### src/rtl/fifo_param.sv
// Parametrised synchronous FIFO with watermark flags and sticky overflow/underflow errors.
// Optional macro FIFO_COUNT_EN exposes the internal occupancy as fill_count.
module fifo_param #(
    parameter int unsigned DATA_SIZE       = 8,
    parameter int unsigned ADDR_SIZE       = 3,
    parameter int unsigned ALMOST_FULL_TH  = 6,
    parameter int unsigned ALMOST_EMPTY_TH = 1
) (
    input  logic                 clk,
    input  logic                 reset,
    input  logic                 write,
    input  logic                 read,
    input  logic [DATA_SIZE-1:0] data_in,
    output logic [DATA_SIZE-1:0] data_out,
    output logic                 valid_out,
    output logic                 full,
    output logic                 empty,
    output logic                 almost_full,
    output logic                 almost_empty,
    output logic                 err_overflow,
`ifdef FIFO_COUNT_EN
    output logic                 err_underflow,
    output logic [ADDR_SIZE:0]   fill_count
`else
    output logic                 err_underflow
`endif
);

    localparam int unsigned DEPTH = 1 << ADDR_SIZE;
    localparam int unsigned CNT_W = ADDR_SIZE + 1;

    logic [DATA_SIZE-1:0] mem [0:DEPTH-1];

    logic [ADDR_SIZE-1:0] wr_ptr_q, wr_ptr_d;
    logic [ADDR_SIZE-1:0] rd_ptr_q, rd_ptr_d;
    logic [CNT_W-1:0]     count_q, count_d;
    logic [DATA_SIZE-1:0] data_out_q, data_out_d;
    logic                 valid_out_q, valid_out_d;
    logic                 err_overflow_q, err_overflow_d;
    logic                 err_underflow_q, err_underflow_d;
    logic                 push_acc;
    logic                 pop_acc;

    // Status flags decode straight from the registered count so none of them lags it.
    assign full         = (count_q == CNT_W'(DEPTH));
    assign empty        = (count_q == '0);
    assign almost_full  = (count_q >= CNT_W'(ALMOST_FULL_TH));
    assign almost_empty = (count_q <= CNT_W'(ALMOST_EMPTY_TH));

    // A full FIFO still takes a write when the same edge frees a slot.
    assign pop_acc  = read && !empty;
    assign push_acc = write && (!full || pop_acc);

    always_comb begin
        wr_ptr_d        = wr_ptr_q;
        rd_ptr_d        = rd_ptr_q;
        count_d         = count_q;
        data_out_d      = data_out_q;
        valid_out_d     = 1'b0;
        err_overflow_d  = err_overflow_q;
        err_underflow_d = err_underflow_q;

        if (push_acc) begin
            wr_ptr_d = wr_ptr_q + ADDR_SIZE'(1);
        end
        if (pop_acc) begin
            rd_ptr_d    = rd_ptr_q + ADDR_SIZE'(1);
            data_out_d  = mem[rd_ptr_q];
            valid_out_d = 1'b1;
        end

        case ({push_acc, pop_acc})
            2'b10:   count_d = count_q + CNT_W'(1);
            2'b01:   count_d = count_q - CNT_W'(1);
            default: count_d = count_q;
        endcase

        if (write && !push_acc) begin
            err_overflow_d = 1'b1;
        end
        if (read && empty) begin
            err_underflow_d = 1'b1;
        end
    end

    always_ff @(posedge clk or negedge reset) begin
        if (!reset) begin
            wr_ptr_q        <= '0;
            rd_ptr_q        <= '0;
            count_q         <= '0;
            data_out_q      <= '0;
            valid_out_q     <= 1'b0;
            err_overflow_q  <= 1'b0;
            err_underflow_q <= 1'b0;
        end else begin
            wr_ptr_q        <= wr_ptr_d;
            rd_ptr_q        <= rd_ptr_d;
            count_q         <= count_d;
            data_out_q      <= data_out_d;
            valid_out_q     <= valid_out_d;
            err_overflow_q  <= err_overflow_d;
            err_underflow_q <= err_underflow_d;
        end
    end

    // Storage is deliberately left out of reset.
    always_ff @(posedge clk) begin
        if (push_acc) begin
            mem[wr_ptr_q] <= data_in;
        end
    end

    assign data_out      = data_out_q;
    assign valid_out     = valid_out_q;
    assign err_overflow  = err_overflow_q;
    assign err_underflow = err_underflow_q;
`ifdef FIFO_COUNT_EN
    assign fill_count    = count_q;
`endif

endmodule

### config.mk
export PLATFORM = sky130hd
export DESIGN_NAME = fifo_param
export DESIGN_NICKNAME = d
export VERILOG_FILES = /design/src/rtl/fifo_param.sv
export SDC_FILE = /design/constraint.sdc
export NUM_CORES = 1
export LEC_CHECK = 0
export CORE_UTILIZATION = 32
export CTS_BUF_LIST = sky130_fd_sc_hd__clkbuf_2 sky130_fd_sc_hd__clkbuf_4 sky130_fd_sc_hd__clkbuf_8
export DETAILED_ROUTE_END_ITERATION = 12
export GPL_TIMING_DRIVEN = 0
export PLACE_DENSITY = 0.55
export SLEW_MARGIN = 20
export SYNTH_ARGS = -nofsm -noshare
export SYNTH_HDL_FRONTEND = slang
export SYNTH_SLANG_ARGS = --single-unit
### constraint.sdc
create_clock -name clk -period 1.95 [get_ports clk]
set_input_delay 0.195 -clock clk [delete_from_list [all_inputs] [get_ports clk]]
set_output_delay 0.195 -clock clk [all_outputs]
set_load 0.02 [all_outputs]
==> results.cfg <==
[sta]
slew_viol_final = 0
fin_ws_ns = 0.08527
skew_ns = 0.01193
rsz0062_at_grt = no
tightest_slew_ns = 0.7218
finalHoldViolations = 0
timing.fmax_mhz = 536.3
setup_violations = 0
period_share_pct = 95.63
fin_crit_ns = 1.865
relSlewSlack_pct = 51.70

[routing]
wl_per_cell_um = 16.58
first_iter_violations = 81
vias_per_cell = 4.669
drc = 0
routed_wl_mm = 7.313
vias = 2059
first_pass_iters = 4
ant_nets = 0

[pwr]
p_seq_share_pct = 42.0
pwr-share-comb_pct = 39.2
switching_share_pct = 36.19
power_density_mw_per_mm2 = 1414
ir_drop_uv = 472.6
netSwitchingPower_w = 0.002245
p_int_w = 0.003958
finalPower_w = 0.006203
leakagePower_nw = 1.669
pwr-share-clk_pct = 18.8

[final_layout]
fin_nets = 314
drive_above_1_share_pct = 22.92
n_antenna_cell = 0
fillCellCount = 1020
area_growth_pct = 22.97
final_util_pct = 40.48

[die]
dieArea_mm2 = 0.01158
core_area_mm2 = 0.01084
num_io_pins = 27
std_cell_rows = 38
die_y_um = 107.6
dieWidth_um = 107.6
initial_core_util_pct = 32.92

[yosys]
ys.flop_type = edfxtp_1
yosys.area.top_type = edfxtp_1
ys_warn_count = 0
synth_cells = 245
postSynthAreaPerCell_um2 = 14.56
netlist_top_cells_area = edfxtp_1, dfrtp_1, mux2i_1, a22oi_1, nand2_1
synthArstFlopShare_pct = 24.71
netlist_area_mm2 = 0.003568
post-synth-top-area-fraction_pct = 53.86
seq_area_frac_synth_pct = 68.58
ys_types = 36
synth-seq-cells = 85
syn-num-nets = 263
synth-edff-count = 64

[min_path]
min_delay_path_depth = 2
hold_start = write
holdPathEnd = count_q[1]$_DFFE_PN0P_
hp-class = in2reg

[cts]
htreeDepth = 3
cts-buffers-inserted = 9
insertion_delay_ns = 0.36
cts.clk_slew.worst_paths_ns = 0.08
cts_tree = done
cts.sinks = 85
cts_root_buf = clkbuf_8
cts_buffer_depth = 2

[critical_path]
startpoint_type = flip-flop
crit_arrival_ns = 1.67
crit_fanout = 6
end_kind = output port
r2r-end = mem[1][6]$_DFFE_PP_
required_ns = 1.75
crit_type = reg2out
r2r_slack_ns = 0.13
r2r_cells = 6
regToRegStartpoint = count_q[3]$_DFFE_PN0P_

[global_routing]
antenna_found_initial = 0
grt_pass1_wl_mm = 11.43
track_usage_pct = 13.95
gr-total-overflow = 0
grt_pass1_vias = 2065
grt_max_degree = 22

[placed_design]
hpwl_mm = 4.505
place_ws_ns = -0.6757
gp_congestion = 0.7298
port_buffers = 24

[flow_run]
cap_violations = 0

[status]
status = complete, no violations
-- worst max-delay path, cell delays in order (launching register included) --
cell and delay [ns]:
dfrtp_2 0.41, inv_2 0.08, ha_4 0.17, or3b_4 0.41, inv_2 0.10, buf_4 0.14
-- state kept, by name, indices dropped and copies added, names as in the netlist --
register	cells
data_out	8
mem	64
wr_ptr_q	3
valid_out	1
err_underflow	1
err_overflow	1
count_q	4
rd_ptr_q	3
-- cell type report --
type,count,area (µm²),area share (%)
clock inverters,6,46.29,1.055
plain buffers,13,83.83,1.910
clock buffers,10,137.6,3.137
well taps,140,175.2,3.992
inverters,6,22.52,0.5133
flip-flops and latches,85,2450,55.83
multi-input cells,141,1100,25.06
repair buffers,40,372.9,8.497
-- worst max path at each step --
stage,from,to
CTS,count_q[1]$_DFFE_PN0P_,full
finish,count_q[1]$_DFFE_PN0P_,empty
global route,count_q[0]$_DFFE_PN0P_,empty
detailed placement,count_q[1]$_DFFE_PN0P_,mem[5][0]$_DFFE_PP_
floorplan,count_q[1]$_DFFE_PN0P_,mem[3][0]$_DFFE_PP_
global placement,count_q[1]$_DFFE_PN0P_,mem[5][0]$_DFFE_PP_
-- logic make-up after synthesis --
logic type,share of synthesized area [%]
buf+inv,2.980
flops,68.58
compound gates,6.136
mux,10.13
simple gates,8.836
fa+ha+maj,2.104
xor+xnor,1.227
-- power by group through the flow --
stage | combinational (W) | sequential, W | clock, W
finish | 0.00243 | 0.00260 | 0.00117
global route | 0.00269 | 0.00265 | 0.00127
CTS | 0.00247 | 0.00261 | 0.00119
detailed placement | 0.00219 | 0.00267 | 0
global placement | 0.00217 | 0.00265 | 0
floorplan | 0.00136 | 0.00273 | 0
-- what timing repair did --
action,in CTS,in global routing
endpoints found under the hold margin,0,21
resized for setup,29,3
pin swaps,5,2
hold buffers,0,1
setup buffers,14,1
setup endpoints to repair,71,23
-- synth_stat cells (2+ instances only) --
| library cell | n |
|---|---|
| buf_4 | 4 |
| o21ai_0 | 2 |
| nand3_1 | 10 |
| inv_1 | 3 |
| inv_2 | 3 |
| buf_2 | 4 |
| buf_1 | 3 |
| a21oi_1 | 4 |
| ha_1 | 6 |
| nor2_1 | 9 |
| edfxtp_1 | 64 |
| buf_6 | 2 |
| nand2_1 | 25 |
| xnor2_1 | 4 |
| nor2b_1 | 3 |
| mux2i_1 | 35 |
| nor3_1 | 5 |
| nand2b_1 | 5 |
| and2_1 | 2 |
| a22oi_1 | 16 |
| dfrtp_1 | 21 |
-- per-stage QoR --
| stage | TNS [ns] | area [µm²] | hold slack, ns | std cells |
|---|---|---|---|---|
| global route | 0 | 4388 | 0.06026 | 441 |
| finish | 0 | 4388 | 0.06944 | 441 |
| CTS | 0 | 4378 | 0.05480 | 439 |
| floorplan | 0 | 3578 | -0.1006 | 245 |
| detailed placement | -36.57 | 3994 | 0.4456 | 409 |
| global placement | -33.58 | 3994 | 0.4385 | 409 |
-- cells in the final DEF (no fill, tap or decap), drive strengths merged --
| cell type | netlist | layout |
|---|---|---|
| a21o | 1 | 1 |
| a21oi | 5 | 5 |
| a221oi | 1 | 1 |
| a22oi | 16 | 16 |
| a31o | 1 | 1 |
| and2 | 2 | 2 |
| buf | 13 | 30 |
| clkbuf | 0 | 11 |
| clkdlybuf4s50 | 0 | 19 |
| clkinv | 0 | 3 |
| clkinvlp | 0 | 1 |
| dfrtp | 21 | 21 |
| dlygate4sd2 | 0 | 2 |
| dlygate4sd3 | 0 | 1 |
| edfxtp | 64 | 64 |
| ha | 6 | 6 |
| inv | 6 | 8 |
| mux2 | 1 | 1 |
| mux2i | 35 | 35 |
| nand2 | 26 | 26 |
| nand2b | 5 | 5 |
| nand3 | 10 | 10 |
| nand4b | 1 | 1 |
| nor2 | 9 | 9 |
| nor2b | 3 | 3 |
| nor3 | 6 | 6 |
| o211ai | 1 | 1 |
| o21ai | 4 | 4 |
| o31a | 1 | 1 |
| or3b | 1 | 1 |
| or4b | 1 | 1 |
| xnor2 | 4 | 4 |
| xor2 | 1 | 1 |
-- routing by layer --
metal	part of all wire [%]	up-vias	global-route usage (%)
met4	1.8	0	5.871
met5	0	-	0
li1	-	1009	-
met1	45	1004	17.91
met3	3.5	11	2.724
met2	50	35	22.94
Note: power is estimated with default switching activity, not from simulation.
